<file path="config.mk">
export PLATFORM = sky130hd
export DESIGN_NAME = saradc_sar_ctrl
export DESIGN_NICKNAME = d
export VERILOG_FILES = /design/src/rtl/saradc_sar_ctrl.sv
export SDC_FILE = /design/constraint.sdc
export NUM_CORES = 1
export LEC_CHECK = 0
export ABC_CLOCK_PERIOD_IN_PS = 2200
export CAP_MARGIN = 25
export CORE_MARGIN = 2
export CORE_UTILIZATION = 45
export DETAILED_ROUTE_END_ITERATION = 6
export PLACE_DENSITY = 0.73
export SLEW_MARGIN = 20
export SYNTH_ARGS = -nofsm -noshare
export SYNTH_HDL_FRONTEND = slang
export SYNTH_SLANG_ARGS = --single-unit
</file>
<file path="constraint.sdc">
create_clock -name CLK -period 2.2 [get_ports CLK]
set_clock_uncertainty 0.05 [all_clocks]
set_input_delay 0.44 -clock CLK [delete_from_list [all_inputs] [get_ports CLK]]
set_output_delay 0.44 -clock CLK [all_outputs]
set_load 0.01 [all_outputs]
</file>
<file path="src/rtl/saradc_sar_ctrl.sv">
// SAR conversion controller: drives SAMPLE/VALID for the logic buffer, turns latched
// comparator decisions into per-bit switch settings and assembles the output code.
module saradc_sar_ctrl #(
  parameter int NBITS         = 8,
  parameter int SAMPLE_CYCLES = 2
) (
  input  logic             CLK,
  input  logic             RST,
  input  logic             START,
  input  logic             CONT,
  input  logic             CMPP,
  input  logic             CMPN,
  output logic             SAMPLE,
  output logic             VALID,
  output logic [NBITS-1:1] RESULTP,
  output logic [NBITS-1:1] RESULTN,
  output logic [NBITS-1:0] DOUT,
  output logic             ERR,
  output logic             BUSY
);

  localparam int CW = (SAMPLE_CYCLES > 1) ? $clog2(SAMPLE_CYCLES) : 1;
  localparam int KW = (NBITS > 1) ? $clog2(NBITS) : 1;

  localparam logic [1:0] IDLE = 2'd0;
  localparam logic [1:0] SMP  = 2'd1;
  localparam logic [1:0] CONV = 2'd2;
  localparam logic [1:0] DONE = 2'd3;

  logic [1:0]    state;
  logic [CW-1:0] smpCnt;
  logic [KW-1:0] bitIdx;
  logic          errAcc;
  logic          cmpBad;
  logic          startReq;

  assign cmpBad   = (CMPP == CMPN);
  assign startReq = START | CONT;

  // RESULTP doubles as the upper code bits, so DOUT is just RESULTP plus the final decision.
  always_ff @(posedge CLK or posedge RST) begin
    if (RST) begin
      state   <= IDLE;
      smpCnt  <= '0;
      bitIdx  <= '0;
      errAcc  <= 1'b0;
      SAMPLE  <= 1'b0;
      VALID   <= 1'b0;
      RESULTP <= '0;
      RESULTN <= '0;
      DOUT    <= '0;
      ERR     <= 1'b0;
      BUSY    <= 1'b0;
    end else begin
      case (state)
        IDLE, DONE: begin
          VALID <= 1'b0;
          if (startReq) begin
            state   <= SMP;
            SAMPLE  <= 1'b1;
            BUSY    <= 1'b1;
            RESULTP <= '0;
            RESULTN <= '0;
            ERR     <= 1'b0;
            errAcc  <= 1'b0;
            smpCnt  <= CW'(SAMPLE_CYCLES - 1);
          end else begin
            state <= IDLE;
          end
        end
        SMP: begin
          if (smpCnt != '0) begin
            smpCnt <= smpCnt - 1'b1;
          end else begin
            state  <= CONV;
            SAMPLE <= 1'b0;
            bitIdx <= KW'(NBITS - 1);
          end
        end
        CONV: begin
          // A tied comparator is flagged but its CMPP decision is still used.
          errAcc <= errAcc | cmpBad;
          if (bitIdx != '0) begin
            RESULTP[bitIdx] <= CMPP;
            RESULTN[bitIdx] <= ~CMPP;
            bitIdx          <= bitIdx - 1'b1;
          end else begin
            state <= DONE;
            VALID <= 1'b1;
            BUSY  <= 1'b0;
            DOUT  <= {RESULTP, CMPP};
            ERR   <= errAcc | cmpBad;
          end
        end
        default: state <= IDLE;
      endcase
    end
  end

endmodule
</file>
==> impl_summary.log <==
INFO  metric run_status = complete, no violations
INFO  metric power = about 2.6 mW
INFO  metric synth.yosys.warnings = 0
INFO  metric whs_path_depth = 2
INFO  metric globalRouteTotalUtil = between 20% and 30%
INFO  metric worst_ir_drop_vdd = 648.7 uV
INFO  metric ys_seq_area_share = between 40 and 50%
INFO  metric whs_endpoint = DOUT[0]
INFO  metric postCtsSetupRepairBufs = 0
INFO  metric worstSetupEndpointType = register
INFO  metric num_antenna_cells = 0
INFO  metric grt_antenna_before_repair = 0
INFO  metric clk_pin_slew_worst_paths = ~0.070 ns
INFO  metric dr_wl_met2 = around 2.0 mm
INFO  metric finalMaxSlewViolations = 0
INFO  metric post_drt_via_cell_ratio = roughly 5.8
INFO  metric portBuffers = 31
INFO  metric filler_cell_count = about 310
INFO  metric critical_path_required = 2.33 ns
INFO  metric rsz0062_at_grt = no
INFO  metric place_congestion = approximately 0.81
INFO  metric clockRootBuffer = sky130_fd_sc_hd__clkbuf_8
INFO  metric fmax = 507.5 MHz
INFO  metric grt_pass1_wl = between 7 and 8 mm
INFO  metric totalWireLength = 4.198 mm
INFO  metric dpl.hpwl = a little under 3 mm
INFO  metric drt-met1-wl = just under 2 mm
INFO  metric most_frequent_cells_in_the_layout = sky130_fd_sc_hd__dfrtp_1 (33), sky130_fd_sc_hd__clkdlybuf4s50_1 (31), sky130_fd_sc_hd__nand2_1 (27)
INFO  metric num_vias = around 1,500
INFO  metric drtPass1Iterations = 4
INFO  metric worstReg2RegEnd = RESULTP[1]
INFO  metric timing.rr.start = state[0]
INFO  metric setup_tns = 0 ns
INFO  metric post_cts_hold_buffer_count = 0
INFO  metric fp.dieArea = between 0.004 and 0.005 sq mm
INFO  metric post_synth_num_cell_types = 30
INFO  metric worst-slew-pin-transition = 0.4199 ns
INFO  metric drv.max_cap_violation_count = 0
INFO  metric syn_area_per_cell = 9.690 sq um
INFO  metric route.top_layer_used = met4
INFO  metric first_global_vias = 1,459
INFO  metric hold_path_class = reg -> reg
INFO  metric synthesis_stage_register_bit_count = 33
INFO  metric timing.reg2reg.worst_path_depth = 5
INFO  metric synth_net_count = 186
INFO  metric finalCritPeriodShare = roughly 90%
INFO  metric leakage = 0.9696 nW
INFO  metric gr-total-overflow = 0
INFO  metric wl_met3 = around 180 um
INFO  metric initial_core_util = 46.58%
INFO  metric hold_path.startpoint = DOUT[0]
INFO  metric core = between 0.003 and 0.004 sq mm
INFO  metric number_of_primary_i_o_pins = 32
INFO  metric grt_max_degree = 34
INFO  metric setup_viol_count_final = 0
INFO  metric share_of_final_layout_standard_cells_stronger_than_drive_strength_1 = between 10% and 20%
INFO  metric drt.antenna.violating_nets = 0
INFO  metric tritoncts_clock_tree = yes
INFO  metric timing.reg2reg.setup_slack = about 0.23 ns
INFO  metric final_util = 59.16%
INFO  metric cp_max_fo = 14
INFO  metric post_drt_wl_per_cell = about 16 um
INFO  metric first_iter_violations = 71
INFO  metric fp.dieH = roughly 66 um
INFO  metric worstSetupPathType = reg -> reg
INFO  metric mappedNetlistArea = between 0.0015 and 0.002 sq mm
INFO  metric cts-buffers-inserted = 5
INFO  metric fin_crit = just under 2 ns
INFO  metric count_of_endpoints_failing_hold_in_the_final_timing_report = 0
INFO  metric design.final.nets = 219
INFO  metric site_row_count = 22
INFO  metric insertion_delay = just under 0.3 ns
INFO  metric clock_tree.htree_level_count = 2
INFO  metric critical_path.startpoint_type = register
INFO  metric syn_to_final_growth = 27.00%
INFO  metric postCtsResizedCells = 0
INFO  metric slew_headroom = 72.00%
INFO  metric clock_sink_count = 33
INFO  metric synth_cells = approximately 180
INFO  metric drc = 0
INFO  metric power_density_cells = between 1000 and 1500 mW/mm^2
INFO  metric worst_path_arrival_time = roughly 2.1 ns
INFO  metric cts-root-to-sink-buffers = 2
INFO  metric floorplan.die.width = ~66 um
INFO  metric final_common_cell = sky130_fd_sc_hd__dfrtp_1
## flip-flops by register name, indices dropped and copies added, names as in the netlist
signal,count
DOUT,8
RESULTN,7
RESULTP,7
bitIdx,3
state,2
BUSY,1
ERR,1
SAMPLE,1
VALID,1
errAcc,1
smpCnt,1
## area by class of cell
type	count	area, sq um	area share [%]
Inverter	8	30.03	1.386
Clock buffer	7	96.34	4.448
Clock inverter	1	5.005	0.2311
Timing Repair Buffer	39	370.4	17.10
Sequential cell	33	825.8	38.13
Tap cell	48	60.06	2.773
Multi-Input combinational cell	122	778.2	35.93
## through the flow
| stage | setup WS, ns | cell area (sq um) | std cells | hold WS, ns |
|---|---|---|---|---|
| floorplan | 0.007132 | 1708 | 176 | 0.4387 |
| CTS | 0.2198 | 2166 | 258 | 0.4360 |
| detailed placement | 0.1712 | 2064 | 250 | 0.4196 |
| global placement | 0.2460 | 2064 | 250 | 0.4067 |
| finish | 0.2296 | 2166 | 258 | 0.4301 |
| global route | 0.1061 | 2166 | 258 | 0.4643 |
## worst max-delay path by stage
stage              start          to  slack [ns]  depth (start not counted)
5_1_grt         state[0]  RESULTN[3]        0.11                          5
2_1_floorplan  bitIdx[0]  RESULTP[1]       0.007                         10
3_3_place_gp       START  RESULTN[2]        0.25                          4
6_report        state[0]  RESULTP[1]        0.23                          5
3_5_place_dp       START  RESULTP[1]        0.17                          4
4_1_cts         state[0]  RESULTP[1]        0.22                          5
## where the power goes
| part | switching, mW | internal (mW) | total, mW |
|---|---|---|---|
| Clock | 0.230 | 0.283 | 0.513 |
| Combinational | 0.748 | 0.511 | 1.26 |
| Sequential | 0.114 | 0.749 | 0.863 |
## cells in the mapped netlist (all sizes together)
library cell,count,area (sq um)
dfrtp,33,825.8
nand2,27,101.4
o31ai,16,120.1
nand3,15,75.07
o311ai,14,137.6
clkbuf,10,37.54
o21ai,10,50.05
inv,8,30.03
nor2,7,26.28
a21oi,5,25.02
ha,4,50.05
or3b,4,35.04
buf,3,33.78
nand2b,3,18.77
nand3b,3,22.52
a2bb2oi,2,17.52
and2,2,15.02
o22ai,2,12.51
or3,2,17.52
mux2i,1,10.01
nor2b,1,6.260
nor3b,1,12.51
o21a,1,7.510
o22a,1,8.760
xnor2,1,8.760
## kinds of logic (layout without fill, tap and decap cells)
family	count (synthesis)	after routing	share of synthesized area, %
mux	1	1	0.5870
xor+xnor	1	1	0.5137
compound gates	51	51	22.23
simple gates	65	65	19.37
buf+inv	21	55	5.943
fa+ha+maj	4	4	2.935
flops	33	33	48.42
## critical path: stages, from the launching register on
cell	delay, ns
sky130_fd_sc_hd__dfrtp_1	0.39
sky130_fd_sc_hd__inv_1	0.06
sky130_fd_sc_hd__ha_1	0.37
sky130_fd_sc_hd__nor3b_2	0.19
sky130_fd_sc_hd__or3_4	0.49
sky130_fd_sc_hd__o311ai_1	0.32
## per-layer routing
layer | GRT usage, % | vias up
met3 | 4.281 | 8
met1 | 28.98 | 733
met4 | 8.854 | 0
met5 | 0 | -
met2 | 34.44 | 48
li1 | - | 712
Note: power is estimated with default switching activity, not from simulation.
==> RTL change, RTL diff (same settings) <==
`SAMPLE_CYCLES`: 2 -> 4.
--- a/src/rtl/saradc_sar_ctrl.sv
+++ b/src/rtl/saradc_sar_ctrl.sv
@@ -2,7 +2,7 @@
 // comparator decisions into per-bit switch settings and assembles the output code.
 module saradc_sar_ctrl #(
   parameter int NBITS         = 8,
-  parameter int SAMPLE_CYCLES = 2
+  parameter int SAMPLE_CYCLES = 4
 ) (
   input  logic             CLK,
   input  logic             RST,
Function: changed (a bounded check fails within 4 cycles, from zero or initial values and one cycle with RST high).
==> RTL change against the original RTL <==
Setup slack improved by 2.3 ps. Via count decreased by 7.2%. Worst hold slack improved by 5.9 ps. Wire length decreased by 14%. Sequential share of layout area increased by 0.82 points. Sequential cell count increased by 1. Final area increased by 0.87%. Non-clock buffer count decreased by 3. Synthesized area increased by 1.5%. Sequential power increased by 14%. Cell count decreased by 3.9%. Power increased by 12%. Critical endpoint is now DOUT[3]$_DFFE_PP0P_.
==> RTL change: results <==
export IMPL_first_pass_grt_wire_length_mm=6.52
export IMPL_track_usage_pct=20.0
export IMPL_first_global_vias=1446
export IMPL_post_synth_most_frequent_cells="34 x sky130_fd_sc_hd__dfrtp_1, 17 x sky130_fd_sc_hd__inv_1, 13 x sky130_fd_sc_hd__o21ai_0, 10 x sky130_fd_sc_hd__nand3_1, 9 x sky130_fd_sc_hd__o22ai_1"
export IMPL_sequential_to_total_area_share_from_yosys_stat_pct=49.1
export IMPL_routed_via_density=5.62
export IMPL_critPathTopFamily="simple AND/OR/NAND/NOR gates"
export IMPL_gpl_final_weighted_congestion=0.785
export IMPL_synthesis_nets=180
export IMPL_status="completed"
export IMPL_length_of_routed_wiring_on_met1_mm=1.62
export IMPL_hold_end="DOUT[2]$_DFFE_PP0P_"
export IMPL_layout_nets=210
export IMPL_maximum_number_of_pins_on_one_net_before_global_route_repair=35
export IMPL_amount_of_wire_on_met3_after_detailed_routing_um=146
export IMPL_fraction_of_layout_cells_with_a_size_suffix_above_1_pct=13.0
export IMPL_total_length_of_routed_wires_mm=3.62
export IMPL_post_synth_main_area_contributors="sky130_fd_sc_hd__dfrtp_1 49%, sky130_fd_sc_hd__o21ai_0 3.8%, sky130_fd_sc_hd__inv_1 3.7%"
export IMPL_globalRouteMet3Util_pct=4.09
export IMPL_drt_initial_drc_count=47
export IMPL_ir_drop_worst_case_vdd_mv=0.563
export IMPL_worst_r2r_cell_count=4
export IMPL_cp_endpoint="DOUT[3]$_DFFE_PP0P_"
export IMPL_globalRouteMet2Util_pct=33.5
export IMPL_fill_cells=333
==> RTL change: cell count changes after synthesis, moves of 7 or more <==
cell / delta
sky130_fd_sc_hd__o21ai_0: +9
sky130_fd_sc_hd__o22ai_1: +7
sky130_fd_sc_hd__o311ai_1: -12
sky130_fd_sc_hd__clkbuf_1: -7
sky130_fd_sc_hd__nand2_1: -22
sky130_fd_sc_hd__o31ai_1: -16
sky130_fd_sc_hd__inv_1: +9
==> RTL change: layout make-up <==
| type | instances | share of cell area [%] |
|---|---|---|
| sequential | 34 | 38.9 |
| multi-input combinational | 104 | 34.4 |
| timing repair buffer | 36 | 16.5 |
| clock buffer | 6 | 3.78 |
| inverter | 18 | 3.09 |
| tap | 48 | 2.75 |
| clock inverter | 2 | 0.573 |
==> RTL change: power by group <==
part | switching (mW) | total [mW] | leakage [nW] | internal, mW
Clock | 0.238 | 0.489 | 0.0472 | 0.251
Sequential | 0.154 | 0.983 | 0.422 | 0.828
Combinational | 0.772 | 1.48 | 0.452 | 0.712
Total | 1.16 | 2.96 | 0.922 | 1.79
==> RTL change: per-stage QoR <==
| step | total power, mW | worst slack [ps] | cells | hold slack, ps |
|---|---|---|---|---|
| after floorplan | 1.98 | 433 | 169 | 401 |
| after global placement | 2.42 | 292 | 240 | 412 |
| after detailed placement | 2.48 | 229 | 240 | 431 |
| after CTS | 2.98 | 212 | 248 | 446 |
| after global routing | 3.20 | 23.1 | 248 | 474 |
| final | 2.96 | 232 | 248 | 436 |
==> RTL change: cell families (layout without fill, tap and decap cells) <==
family          after synthesis  in the layout  share of synthesized area [%]
fa+ha+maj                     5              5                           3.61
compound gates               50             50                           20.3
flops                        34             34                           49.1
buf+inv                      31             62                           7.80
mux                           7              7                           4.41
simple gates                 41             41                           14.2
xor+xnor                      1              1                          0.506
